<file path="src/rtl/reg_file_param.sv">
// reg_file_param: parametrised register file with two combinational read ports
// and one synchronous write port. The write port can load or accumulate.
// Optional features: write->read bypass and a hardwired zero entry.
// A sequential clear engine wipes every entry without needing a reset.
`timescale 1ns/1ps

module reg_file_param #(
  parameter int unsigned DW       = 8,
  parameter int unsigned AW       = 3,
  parameter int unsigned ZERO_REG = 0,
  parameter int unsigned BYPASS   = 1
) (
  input  logic          CLK,
  input  logic          init_n,
  input  logic          write_en,
  input  logic          wr_mode,
  input  logic [AW-1:0] waddr,
  input  logic [DW-1:0] data_in,
  input  logic [AW-1:0] raddrA,
  input  logic [AW-1:0] raddrB,
  output logic [DW-1:0] data_outA,
  output logic [DW-1:0] data_outB,
  input  logic          clear_req,
  output logic          busy
);

  localparam int unsigned DEPTH    = 2**AW;
  localparam bit          HAS_ZERO = (ZERO_REG != 0);
  localparam bit          HAS_BYP  = (BYPASS != 0);

  typedef enum logic {
    ST_IDLE  = 1'b0,
    ST_CLEAR = 1'b1
  } state_e;

  state_e        state_q, state_d;
  logic [AW-1:0] clr_ptr_q, clr_ptr_d;
  logic [DW-1:0] mem_q [DEPTH];
  logic [DW-1:0] mem_d [DEPTH];

  logic [DW-1:0] wval;
  logic          wr_active;
  logic          wr_commit;

  assign busy = (state_q == ST_CLEAR);

  // Write value and qualifiers: accumulate adds to the stored entry and wraps.
  always_comb begin
    wval      = wr_mode ? (mem_q[waddr] + data_in) : data_in;
    // A write is only live while the clear engine is idle.
    wr_active = write_en && !busy;
    // The zero entry swallows writes so it can never hold a non-zero value.
    wr_commit = wr_active && !(HAS_ZERO && (waddr == '0));
  end

  // Clear FSM next-state: IDLE waits for a request, CLEAR walks clr_ptr once.
  always_comb begin
    // NOTE: every variable gets a default first so no path leaves it unassigned,
    // which is what would otherwise infer a latch.
    state_d   = state_q;
    clr_ptr_d = clr_ptr_q;
    case (state_q)
      ST_IDLE: begin
        if (clear_req) begin
          state_d   = ST_CLEAR;
          clr_ptr_d = '0;
        end
      end
      ST_CLEAR: begin
        // clr_ptr wraps to 0 on its own after the last entry.
        clr_ptr_d = clr_ptr_q + 1'b1;
        if (clr_ptr_q == AW'(DEPTH - 1)) begin
          state_d = ST_IDLE;
        end
        // clear_req is deliberately ignored here; the sweep never restarts.
      end
      default: begin
        state_d   = ST_IDLE;
        clr_ptr_d = '0;
      end
    endcase
  end

  // Storage next-state: a write in IDLE, or one entry zeroed per CLEAR cycle.
  always_comb begin
    mem_d = mem_q;
    if (state_q == ST_CLEAR) begin
      mem_d[clr_ptr_q] = '0;
    end else if (wr_commit) begin
      // A write coinciding with clear_req lands first; the sweep zeroes it later.
      mem_d[waddr] = wval;
    end
  end

  // State and storage registers, all cleared by the asynchronous reset.
  always_ff @(posedge CLK or negedge init_n) begin
    if (!init_n) begin
      state_q   <= ST_IDLE;
      clr_ptr_q <= '0;
      // NOTE: the storage is built from flops rather than a RAM macro because
      // every entry must read zero straight out of reset, so it is reset here.
      mem_q     <= '{default: '0};
    end else begin
      // NOTE: sequential state uses non-blocking assignments so all registers
      // sample their _d values from the same edge regardless of statement order.
      state_q   <= state_d;
      clr_ptr_q <= clr_ptr_d;
      mem_q     <= mem_d;
    end
  end

  // Read ports: zero entry first, then bypass of the live write, then storage.
  always_comb begin
    data_outA = mem_q[raddrA];
    data_outB = mem_q[raddrB];
    if (HAS_ZERO && (raddrA == '0)) begin
      data_outA = '0;
    end else if (HAS_BYP && wr_active && (raddrA == waddr)) begin
      data_outA = wval;
    end
    if (HAS_ZERO && (raddrB == '0)) begin
      data_outB = '0;
    end else if (HAS_BYP && wr_active && (raddrB == waddr)) begin
      data_outB = wval;
    end
  end

endmodule

</file>
<file path="config.mk">
export PLATFORM = sky130hd
export DESIGN_NAME = reg_file_param
export DESIGN_NICKNAME = d
export VERILOG_FILES = /design/src/rtl/reg_file_param.sv
export SDC_FILE = /design/constraint.sdc
export NUM_CORES = 1
export LEC_CHECK = 0
export BUFFER_PORTS_ARGS = -buffer_cell sky130_fd_sc_hd__buf_4
export CAP_MARGIN = 20
export CORE_MARGIN = 2
export CORE_UTILIZATION = 61
export DETAILED_ROUTE_END_ITERATION = 8
export GPL_TIMING_DRIVEN = 0
export PLACE_DENSITY_LB_ADDON = 0.05
export SLEW_MARGIN = 15
export SYNTH_ARGS = -nofsm -noshare
export SYNTH_HDL_FRONTEND = slang
export SYNTH_SLANG_ARGS = --single-unit
</file>
<file path="constraint.sdc">
create_clock -name CLK -period 3.91 [get_ports CLK]
set_input_delay 0 -clock CLK [delete_from_list [all_inputs] [get_ports CLK]]
set_output_delay 0 -clock CLK [all_outputs]
set_load 0.01 [all_outputs]
</file>
==> impl_metrics.ini <==
[worst_setup_path]
critPathLaunchType = flip-flop
critPathMaxStageDelay_ns = 0.44
crit_family = compound AO/OA/AOI/OAI gates
crit_fanout = 10
crit_top_cell = a21oi_1
path_depth = 12
worstRegToRegCells = 11
r2r_slack_ns = 0.54
timing.critical_path.from = mem_q[33]$_DFFE_PN0P_
timing.rr.end = mem_q[15]$_DFFE_PN0P_
arrival_ns = 3.68
crit_path_end_kind = primary output
path_cells = mux2_2 -> a221oi_1 -> a21oi_1 -> a221o_1 -> fa_1 -> a21o_1 -> a21oi_1 -> o211ai_1 -> xor2_1 -> mux2i_4 -> a21oi_1 -> buf_4
crit_type = reg -> out
required_ns = 3.91
slowest_stage = dfrtp_1
reg2reg_from = mem_q[33]$_DFFE_PN0P_
crit_buf_inv = 1

[synthesis]
yosys-top-cells-area = dfrtp_1, mux4_2, nand3_1, o21ai_0, mux2i_1
syn-num-nets = 500
synth_edf_count = 0
ys_ff_latch = 68
synthFlopType = dfrtp_1
netlist_instances = 468
synth_area_per_cell_um2 = 10.25
synth_area_um2 = 4796
yosysTopAreaCellShare = 0.3548
synth_common_cells = dfrtp_1, nand3_1, o21ai_0
ys_seq_area_frac = 0.3548
yosysMostFrequentCell = dfrtp_1
synth_cell_type_count = 45
yosys_warnings = 0
async_reset_ff_frac = 1.000
synth_area_leader_cell = dfrtp_1

[placed_design]
place_congestion = 0.9535
post-place-ws_ns = -0.07766
portBuffers = 31
hpwl_um = 10510

[die]
io_pins = 39
coreArea_um2 = 7687
start_util = 0.6239
die_h_um = 92.67
dieArea_um2 = 8588
std_cell_rows = 32
die_w_um = 92.67

[grt]
grt_start_max_net_pins = 69
grt_pass1_wl_um = 23240
grt_usage = 0.3627
first_global_vias = 4289
antenna_found_initial = 0
overflow = 0

[pwr]
vdd_drop_max_v = 0.0004610
p_per_area_nw_per_um2 = 580.7
total_leakage_power_uw = 0.002313

[timing]
timing.fmax_ghz = 0.2714
period_share = 0.9423
finClkSkew_ns = 0.01091
holdWs_ns = 0.05050
report.final.slew_viol_count = 0
worst_slack_ns = 0.2256
rsz0062_at_grt = no
hold_viol_final = 0
setup_tns_ns = 0
slew_headroom = 0.3259
min_period_ns = 3.684
worst_slew_pin_slew_ns = 0.9830
setup_viol = 0

[clocking]
cts_root_buffer = clkbuf_8
cts_buffers = 9
cts_tree = yes
clkSinkCount = 68
htreeDepth = 3
cts.path.max_buffers = 2
insertion_delay_ns = 0.35
clkTransAtPathRegs_ns = 0.08

[final_layout]
diodes = 0
nets = 546
drive_gt1_frac = 0.2274
area_growth_pct = 13.85
fillers = 592

[hold_path]
min_path_type = in -> reg
min_to = mem_q[62]$_DFFE_PN0P_
hold_depth = 3
hp-start = data_in[6]

[detailed_routing]
drt_iter0_markers = 578
viasPerCell = 7.014
drc = 0
dr.pass1.iters = 5
antenna_left = 0
wl_um = 14650
vias = 4356
wl_per_cell_um = 23.59

[outcome]
status = complete, no violations

[run]
cap_violations = 0
[final cells by class]
class	instances	area [µm²]	share of cell area
plain buffers	33	142.6	0.02612
multi-input cells	364	2962	0.5424
clock inverters	7	121.4	0.02223
flip-flops and latches	68	1702	0.3116
clock buffers	9	123.9	0.02269
well taps	102	127.6	0.02337
repair buffers	35	270.3	0.04950
inverters	3	11.26	0.002062
[worst min-delay path, stage by stage]
cell and delay [ns]:
buf_4 0.10, mux2i_4 0.12, mux2i_1 0.14
[layer usage]
layer,vias to the layer above,global-route usage,part of all wire
met5,-,0,0
met4,0,0.1495,0.038
met1,2120,0.5115,0.39
met2,294,0.5456,0.45
li1,1882,-,-
met3,60,0.08950,0.12
[what timing repair did]
| action | in CTS | in global routing |
|---|---|---|
| setup endpoints to repair | 2 | 8 |
| hold buffers | 3 | 0 |
| endpoints found under the hold margin | 73 | 0 |
| cloned | 0 | 0 |
| setup buffers | 0 | 0 |
| gates resized for setup | 1 | 5 |
[how the worst max path moves through the flow]
| stage | endpoint | slack (ns) |
|---|---|---|
| final | data_outB[6] | 0.23 |
| after CTS | data_outB[6] | 0.06 |
| after floorplan | mem_q[14]$_DFFE_PN0P_ | 0.93 |
| after detailed placement | data_outB[6] | -0.08 |
| after global routing | data_outB[6] | 0.05 |
| after global placement | data_outB[6] | -0.02 |
[where the power goes]
group          switching, µW  internal (µW)
Clock                    299            428
Combinational            683            587
Sequential               262            911
Total                   1240           1930
[metrics by stage]
stage | cells | power [µW] | utilization | instance area, µm²
after floorplan | 468 | 1960 | - | 4796
after global placement | 601 | 2347 | 0.6707 | 5156
after detailed placement | 601 | 2394 | 0.6707 | 5156
after CTS | 620 | 3127 | 0.7070 | 5435
after global routing | 621 | 3334 | 0.7103 | 5460
final | 621 | 3171 | 0.7103 | 5460
[registers in the layout (all words and copies together) (netlist names)]
register,cells
mem_q,64
clr_ptr_q,3
busy,1
[cells in the final DEF (no fill, tap or decap), types with 6 or more instances in the layout]
cell	synthesis	layout
ha_1	9	9
nand2_1	43	43
a21oi_1	23	23
o21ai_0	57	57
dfrtp_1	68	68
o21ai_1	6	6
buf_2	8	8
xor2_1	9	9
nor2_1	12	12
a211oi_1	14	14
mux2i_1	18	15
nor2b_1	21	21
nand3_1	60	60
buf_4	0	31
mux4_2	42	42
clkbuf_1	20	19
clkbuf_8	0	9
[cells by family (layout without fill, tap and decap cells)]
group,after synthesis,in the layout,synth area share
flops,68,68,0.3548
buf+inv,36,87,0.03183
mux,67,67,0.2541
xor+xnor,12,12,0.02192
compound gates,125,125,0.1542
fa+ha+maj,10,10,0.02766
simple gates,150,150,0.1555
Note: power is estimated with default switching activity, not from simulation.
